File: src/rtl/fetch_pkg.sv
// Shared ISA constants and front-end types for the fetch stage.
package fetch_pkg;

    localparam int unsigned INSTR_W = 16;
    localparam int unsigned OP_W    = 5;

    localparam logic [OP_W-1:0]    OP_HALT   = 5'b00000;
    localparam logic [OP_W-1:0]    OP_NOP    = 5'b00001;
    localparam logic [INSTR_W-1:0] NOP_INSTR = {OP_NOP, 11'h000};

    typedef enum logic {
        ST_RUN    = 1'b0,
        ST_HALTED = 1'b1
    } fe_state_e;

    function automatic logic is_halt(input logic [INSTR_W-1:0] instr);
        return instr[INSTR_W-1 -: OP_W] == OP_HALT;
    endfunction

endpackage

File: src/rtl/fetch_pipe_reg.sv
// Generic pipeline register: synchronous reset to RESET_VAL, load when enabled.
module fetch_pipe_reg #(
    parameter int unsigned W         = 1,
    parameter logic [W-1:0] RESET_VAL = '0
) (
    input  logic         clk,
    input  logic         rst,
    input  logic         i_en,
    input  logic [W-1:0] i_d,
    output logic [W-1:0] o_q
);

    logic [W-1:0] r_q;

    always_ff @(posedge clk) begin
        if (rst) begin
            r_q <= RESET_VAL;
        end else if (i_en) begin
            r_q <= i_d;
        end
    end

    assign o_q = r_q;

endmodule

File: src/rtl/fetch.sv
// Instruction-fetch stage with IF/ID register; handles stall, redirect and HALT freeze.
module fetch
    import fetch_pkg::*;
#(
    parameter int unsigned        PC_W      = 16,
    parameter logic [PC_W-1:0]    RESET_PC  = '0,
    parameter logic [INSTR_W-1:0] NOP_INSTR = fetch_pkg::NOP_INSTR
) (
    input  logic               clk,
    input  logic               rst,
    output logic [PC_W-1:0]    imem_addr,
    input  logic [INSTR_W-1:0] imem_rdata,
    input  logic               imem_err,
    input  logic               stall,
    input  logic               redirect,
    input  logic [PC_W-1:0]    redirect_pc,
    output logic [INSTR_W-1:0] if_id_instr,
    output logic [PC_W-1:0]    if_id_pc_plus2,
    output logic               if_id_valid,
    output logic               halted,
    output logic               err
);

    localparam int unsigned IFID_W = INSTR_W + PC_W + 1;
    localparam logic [IFID_W-1:0] IFID_BUBBLE = {NOP_INSTR, PC_W'(0), 1'b0};

    fe_state_e         r_state;
    fe_state_e         w_state_nxt;
    logic              r_err;
    logic              w_err_nxt;

    logic [PC_W-1:0]   w_pc;
    logic [PC_W-1:0]   w_pc_plus2;
    logic              w_pc_en;
    logic [PC_W-1:0]   w_pc_d;
    logic              w_ifid_en;
    logic [IFID_W-1:0] w_ifid_d;
    logic [IFID_W-1:0] w_ifid_q;

    assign w_pc_plus2 = w_pc + PC_W'(2);

    fetch_pipe_reg #(
        .W         (PC_W),
        .RESET_VAL (RESET_PC)
    ) u_pc_reg (
        .clk  (clk),
        .rst  (rst),
        .i_en (w_pc_en),
        .i_d  (w_pc_d),
        .o_q  (w_pc)
    );

    fetch_pipe_reg #(
        .W         (IFID_W),
        .RESET_VAL (IFID_BUBBLE)
    ) u_if_id_reg (
        .clk  (clk),
        .rst  (rst),
        .i_en (w_ifid_en),
        .i_d  (w_ifid_d),
        .o_q  (w_ifid_q)
    );

    always_ff @(posedge clk) begin
        if (rst) begin
            r_state <= ST_RUN;
            r_err   <= 1'b0;
        end else begin
            r_state <= w_state_nxt;
            r_err   <= w_err_nxt;
        end
    end

    // Priority: redirect (flush beats stall) > stall > halted > advance.
    always_comb begin
        w_state_nxt = r_state;
        w_pc_en     = 1'b0;
        w_pc_d      = w_pc;
        w_ifid_en   = 1'b0;
        w_ifid_d    = IFID_BUBBLE;
        w_err_nxt   = r_err
                    | (imem_err & ~stall & (r_state == ST_RUN))
                    | (redirect & redirect_pc[0]);

        if (redirect) begin
            w_pc_en     = 1'b1;
            w_pc_d      = {redirect_pc[PC_W-1:1], 1'b0};
            w_ifid_en   = 1'b1;
            w_state_nxt = ST_RUN;
        end else if (stall) begin
            w_pc_en     = 1'b0;
        end else if (r_state == ST_HALTED) begin
            w_ifid_en   = 1'b1;
        end else begin
            w_ifid_en   = 1'b1;
            w_ifid_d    = {imem_rdata, w_pc_plus2, 1'b1};
            if (is_halt(imem_rdata)) begin
                w_state_nxt = ST_HALTED;
            end else begin
                w_pc_en = 1'b1;
                w_pc_d  = w_pc_plus2;
            end
        end
    end

    assign imem_addr      = w_pc;
    assign if_id_instr    = w_ifid_q[IFID_W-1 -: INSTR_W];
    assign if_id_pc_plus2 = w_ifid_q[PC_W:1];
    assign if_id_valid    = w_ifid_q[0];
    assign halted         = (r_state == ST_HALTED);
    assign err            = r_err;

endmodule

File: config.mk
export PLATFORM = sky130hd
export DESIGN_NAME = fetch
export DESIGN_NICKNAME = d
export VERILOG_FILES = /design/src/rtl/fetch_pkg.sv /design/src/rtl/fetch_pipe_reg.sv /design/src/rtl/fetch.sv
export SDC_FILE = /design/constraint.sdc
export NUM_CORES = 1
export LEC_CHECK = 0
export CORE_UTILIZATION = 40
export DETAILED_ROUTE_END_ITERATION = 16
export PLACE_DENSITY = 0.73
export SLEW_MARGIN = 0
export SYNTH_ARGS = -nofsm -noshare
export SYNTH_HDL_FRONTEND = slang
export SYNTH_SLANG_ARGS = --single-unit
export TNS_END_PERCENT = 50
File: constraint.sdc
create_clock -name clk -period 3.45 [get_ports clk]
set_clock_uncertainty 0.2 [all_clocks]
set_input_delay 0.345 -clock clk [delete_from_list [all_inputs] [get_ports clk]]
set_output_delay 0.345 -clock clk [all_outputs]
set_load 0.01 [all_outputs]
# Word-level counts from Yosys, hierarchy flattened
# Cells that the tools add are included.
# W data, S select, Z words.
[totals] wordCells=33 out_inout_bits=51 ram_bits=0 memories=0 mem_bits_ro=0 reg_bits=51 latch_bits=0 inputBits=37
[classes] n_mux=15 mul=0 eq_ne=3 n_reduce_logical=3 n_addsub=1 n_shift=0 n_lt_le_gt_ge=0 bitwise=7 n_div=0
[op_table] cell="$mux W33" n=3
[op_table] cell="$mux W16" n=4
[op_table] cell="$add A16 B2 Y16 const B" n=1
[op_table] cell="$mux W1" n=8
[op_table] cell="$logic_not A5 Y1" n=1
[op_table] cell="$ne A2 B2 Y1 const B" n=2
[op_table] cell="$reduce_and A4 Y1" n=1
[op_table] cell="$and A1 B1 Y1" n=3
[op_table] cell="$ne A2 B1 Y1 const B" n=1
[op_table] cell="$not A1 Y1" n=2
[op_table] cell="$or A1 B1 Y1" n=2
[op_table] cell="$reduce_or A2 Y1" n=1

# Depth between registers and ports, before layout
[logic_depth] word_depth=6 ltp_mapped=6 ltp_nobuf=5

# Hierarchy
# From an unflattened synthesis, not the netlist that was laid out.
[hier_totals] cells_unflattened=319 hier_area_um2=2772.7
[by_module_without_submodules] module="fetch_pipe_reg at u_if_id_reg" area_per_inst_um2=1206.2 instances=1 cells_each=107 seq_area_each_um2=660.6
[by_module_without_submodules] module="fetch" area_per_inst_um2=985.9 instances=1 cells_each=160 seq_area_each_um2=40.0
[by_module_without_submodules] module="fetch_pipe_reg at u_pc_reg" area_per_inst_um2=580.6 instances=1 cells_each=52 seq_area_each_um2=320.3

# Worst setup path after synthesis
# Ideal clock, no wire load.
[synth_timing] path_type="flip-flop to flip-flop" startpoint="register u_pc_reg.r_q[1] (netlist: u_pc_reg.o_q[1])" endpoint="register u_pc_reg.r_q[15] (netlist: u_pc_reg.o_q[15])" n_path_buf=0 t_required_ps=3159 period_less_slack_ps=2172 stages_incl_launch_ff=6 setup_time_ps=91 arrival_ps=1881 path_slack_ps=1278 path_cell_list="dfxtp_1 -> ha_1 -> nand3_1 -> or4_1 -> or3_1 -> a311oi_1"
[synth_between] elab_chain_len=5
[synth_lines] item="start: declaration" line="fetch_pipe_reg.sv:13" source="logic [W-1:0] r_q;"
[synth_lines] item="start signal: assignment" line="fetch_pipe_reg.sv:19" source="r_q <= i_d;"
[synth_lines] item="$add A16 B2 Y16" line="fetch.sv:40" source="assign w_pc_plus2 = w_pc + PC_W'(2);"
[synth_lines] item="$mux W16" line="fetch.sv:97" source="if (is_halt(imem_rdata)) begin"
[synth_lines] item="$mux W16" line="fetch.sv:92" source="end else if (r_state == ST_HALTED) begin"
[synth_lines] item="$mux W16" line="fetch.sv:90" source="end else if (stall) begin"
[synth_lines] item="$mux W16" line="fetch.sv:85" source="if (redirect) begin"
# Every way passes these cells. The select of a mux whose other input is x is not followed.
# A chain may end at the register's enable or synchronous reset.

# Final worst setup path
[layout_timing] startpoint="input port imem_rdata[14]" endpoint="register u_pc_reg.r_q[3] (netlist: u_pc_reg.o_q[3])"
[layout_between] elab_chain_len=6 word_cells_on_any_way=7 cone_classes="1 x eq/ne; 4 x mux; 2 x reduce/logical"
[layout_lines] item="start: declaration" line="fetch.sv:12" source="input logic [INSTR_W-1:0] imem_rdata,"
[layout_lines] item="$logic_not A5 Y1 *" line="fetch_pkg.sv:17" source="return instr[INSTR_W-1 -: OP_W] == OP_HALT;"
[layout_lines] item="$mux W1" line="fetch.sv:97"
[layout_lines] item="$mux W1" line="fetch.sv:92"
[layout_lines] item="$mux W1" line="fetch.sv:90"
[layout_lines] item="$mux W1" line="fetch.sv:85"
[layout_lines] item="$reduce_and A4 Y1 (no line) *"
# Every way passes the cells marked *; elsewhere a longest branch is shown, timed or not.

==> flow_summary.json <==
{
  "clk_path_buf_depth": 2,
  "p_int_w": 0.000894,
  "die_h_um": 76.0,
  "cts_sinks": 50,
  "ir_drop_v": 0.000160,
  "htreeDepth": 2,
  "setup_violations": 0,
  "grt_antenna_before_repair": 0,
  "worst_setup_path_start_kind": "primary input",
  "clk_pin_slew_ns": 0.09,
  "hold_path_class": "flop to flop",
  "totalPowerFinal_w": 0.00120,
  "power.leakage_nw": 1.11,
  "design.die.area_mm2": 0.00577,
  "outcome": "finished, final reports clean",
  "cts_tree": "built",
  "yosys_warnings": 0,
  "grt_max_degree": 24,
  "num_rows": 26,
  "io_pins": 88,
  "finalSetupTns_ns": 0,
  "clk_latency_ns": 0.30,
  "routedWlPerCell_um": 14.4,
  "synth_area_mm2": 0.00219,
  "drtPass1Iterations": 4,
  "remaining_drc_errors": 0,
  "port_buffers": 86,
  "grt_pass1_vias": 1937,
  "final_cell_mix": "clkdlybuf4s50_1 (86), dfxtp_1 (50), nor2_1 (34), nand2_1 (21), a22oi_1 (19)",
  "synthCells": 255,
  "vias_per_cell": 5.29,
  "drt_iter0_markers": 128,
  "initial_core_util_pct": 42.3,
  "worst-setup-path-type": "primary input to flop",
  "max_freq_ghz": 0.426,
  "power_density_mw_per_mm2": 373,
  "clock_power_share_pct": 31.1,
  "syn_nets": 293,
  "swShare_pct": 25.4,
  "area_delta_synth_final_pct": 46.9,
  "grt_pass1_wl_mm": 9.78,
  "overflow": 0,
  "p_switching_w": 0.000305,
  "synth-seq-cells": 50,
  "worst_ep_arrival_time_ns": 2.33,
  "final_common_cell": "clkdlybuf4s50_1",
  "grt_usage_pct": 20.8,
  "max-cap-violations": 0,
  "cts_root_buffer": "clkbuf_8",
  "fin_nets": 375,
  "synthFlopType": "dfxtp_1",
  "dieWidth_um": 76.0,
  "yosys.area.top_type": "dfxtp_1",
  "end_kind": "flop",
  "antenna_cells": 0,
  "vias": 2160,
  "power_frac_comb_pct": 16.2,
  "path_cells": "clkdlybuf4s50_1, nor4_1, a21oi_1, and4_1, a2111oi_0",
  "critical_path.max_fanout": 7,
  "cp_slowest_cell": "nor4_1",
  "synth.avg_cell_area_um2": 8.58,
  "synth_cell_types": 42,
  "numCtsBuffers": 5,
  "synth_edf_count": 0,
  "critPathTopFamily": "simple AND/OR/NAND/NOR gates",
  "worstPathRequired_ns": 3.43,
  "finalInstanceArea_mm2": 0.00321,
  "hold_viol": 0,
  "max_slew.worst_pin.slew_ns": 0.761,
  "max_stage_delay_ns": 0.61,
  "antenna_left": 0,
  "path_buf_inv": 1,
  "synthArstFlopShare_pct": 0,
  "layout_min_cycle_time_ns": 2.35,
  "fp.coreArea_mm2": 0.00517,
  "yosysSeqAreaShare_pct": 45.7,
  "dp_hpwl_mm": 4.24,
  "yosysTopAreaCellShare_pct": 45.7,
  "cts_resized": 0,
  "gp_congestion": 0.830,
  "drive_above_1_share_pct": 5.03,
  "cts-hold-fix-buffers": 0,
  "synth.area.top_cells": "dfxtp_1 (46%), a22oi_1 (6.5%), nor2_1 (5.8%), xnor2_1 (4.0%), nand2_1 (3.6%)",
  "slew_violations": 0,
  "post_cts_buffers": 0,
  "placed_area_mm2": 0.00311,
  "seqPwrFrac_pct": 52.6,
  "fin_crit_sh_pct": 68.1,
  "totalWireLength_mm": 5.86,
  "slew_headroom_pct": 49.1,
  "grt_setup_unrepaired": "false"
}
sequential cells by signal, summed over array words and instances (netlist names):
name	count
u_if_id_reg.o_q	33
u_pc_reg.o_q	15
halted	1
err	1
layout make-up:
class	instances	area [um2]
Clock buffer	7	96.3
Timing Repair Buffer	91	898
Clock inverter	1	8.76
Tap cell	70	87.6
Fill cell	444	1960
Sequential cell	50	1000
Inverter	9	33.8
Multi-Input combinational cell	180	1090
Yosys cell counts (all sizes together), types with 5 or more instances:
| cell type | n |
|---|---|
| nand2 | 21 |
| xnor2 | 10 |
| a21oi | 6 |
| dfxtp | 50 |
| clkbuf | 14 |
| o21ai | 14 |
| or3 | 5 |
| nand4 | 5 |
| nor3 | 8 |
| nand3 | 7 |
| nor2 | 34 |
| inv | 9 |
| a311oi | 7 |
| a22oi | 19 |
final timing paths:
check / from / to / slack, ns / cells after the start
max reg2reg: u_pc_reg.o_q[1]$_SDFFE_PP0P_ / u_pc_reg.o_q[13]$_SDFFE_PP0P_ / 1.11 / 5
max: imem_rdata[14] / u_pc_reg.o_q[3]$_SDFFE_PP0P_ / 1.10 / 5
min reg2reg: u_if_id_reg.o_q[14]$_SDFFE_PP0N_ / u_if_id_reg.o_q[14]$_SDFFE_PP0N_ / 0.26 / 2
min: u_if_id_reg.o_q[14]$_SDFFE_PP0N_ / u_if_id_reg.o_q[14]$_SDFFE_PP0N_ / 0.26 / 2
logic make-up (layout without fill, tap and decap cells):
family / after synthesis / after routing / share of synthesized area (%)
AOI/OAI and AO/OA: 71 / 71 / 22.7
xor gates and xnor gates: 12 / 12 / 4.80
adders and majority gates: 1 / 1 / 0.572
buffers and inverters: 25 / 108 / 4.52
DFF: 50 / 50 / 45.7
other: 1 / 1 / 0.171
and+or+nand+nor: 95 / 95 / 21.5
routing by layer:
layer	up-vias	track usage, %	wire, um
li1	1091	-	-
met3	6	3.49	320
met4	0	6.73	78
met2	67	31.5	2790
met1	996	30.0	2680
met5	-	0	0
per-stage QoR:
step	hold WS (ns)	setup WS (ns)	util [%]	std cells
after floorplan	0.276	1.28	-	255
after global placement	0.237	0.906	60.1	400
after detailed placement	0.245	0.764	60.1	400
after CTS	0.262	1.11	62.1	408
after global routing	0.287	0.853	62.1	408
final	0.258	1.10	62.1	408
power groups by stage:
stage / registers, W / logic, W / clock network, W
finish: 0.000631 / 0.000194 / 0.000374
global route: 0.000636 / 0.000212 / 0.000411
CTS: 0.000631 / 0.000196 / 0.000387
detailed placement: 0.000644 / 0.000195 / 0
global placement: 0.000644 / 0.000194 / 0
floorplan: 0.000650 / 0.0000762 / 0
tightest hold or removal path: stages (launching register included):
cell     delay [ns]
dfxtp_1        0.33
nand2_1        0.04
o21ai_0        0.05
Note: power is estimated with default switching activity, not from simulation.
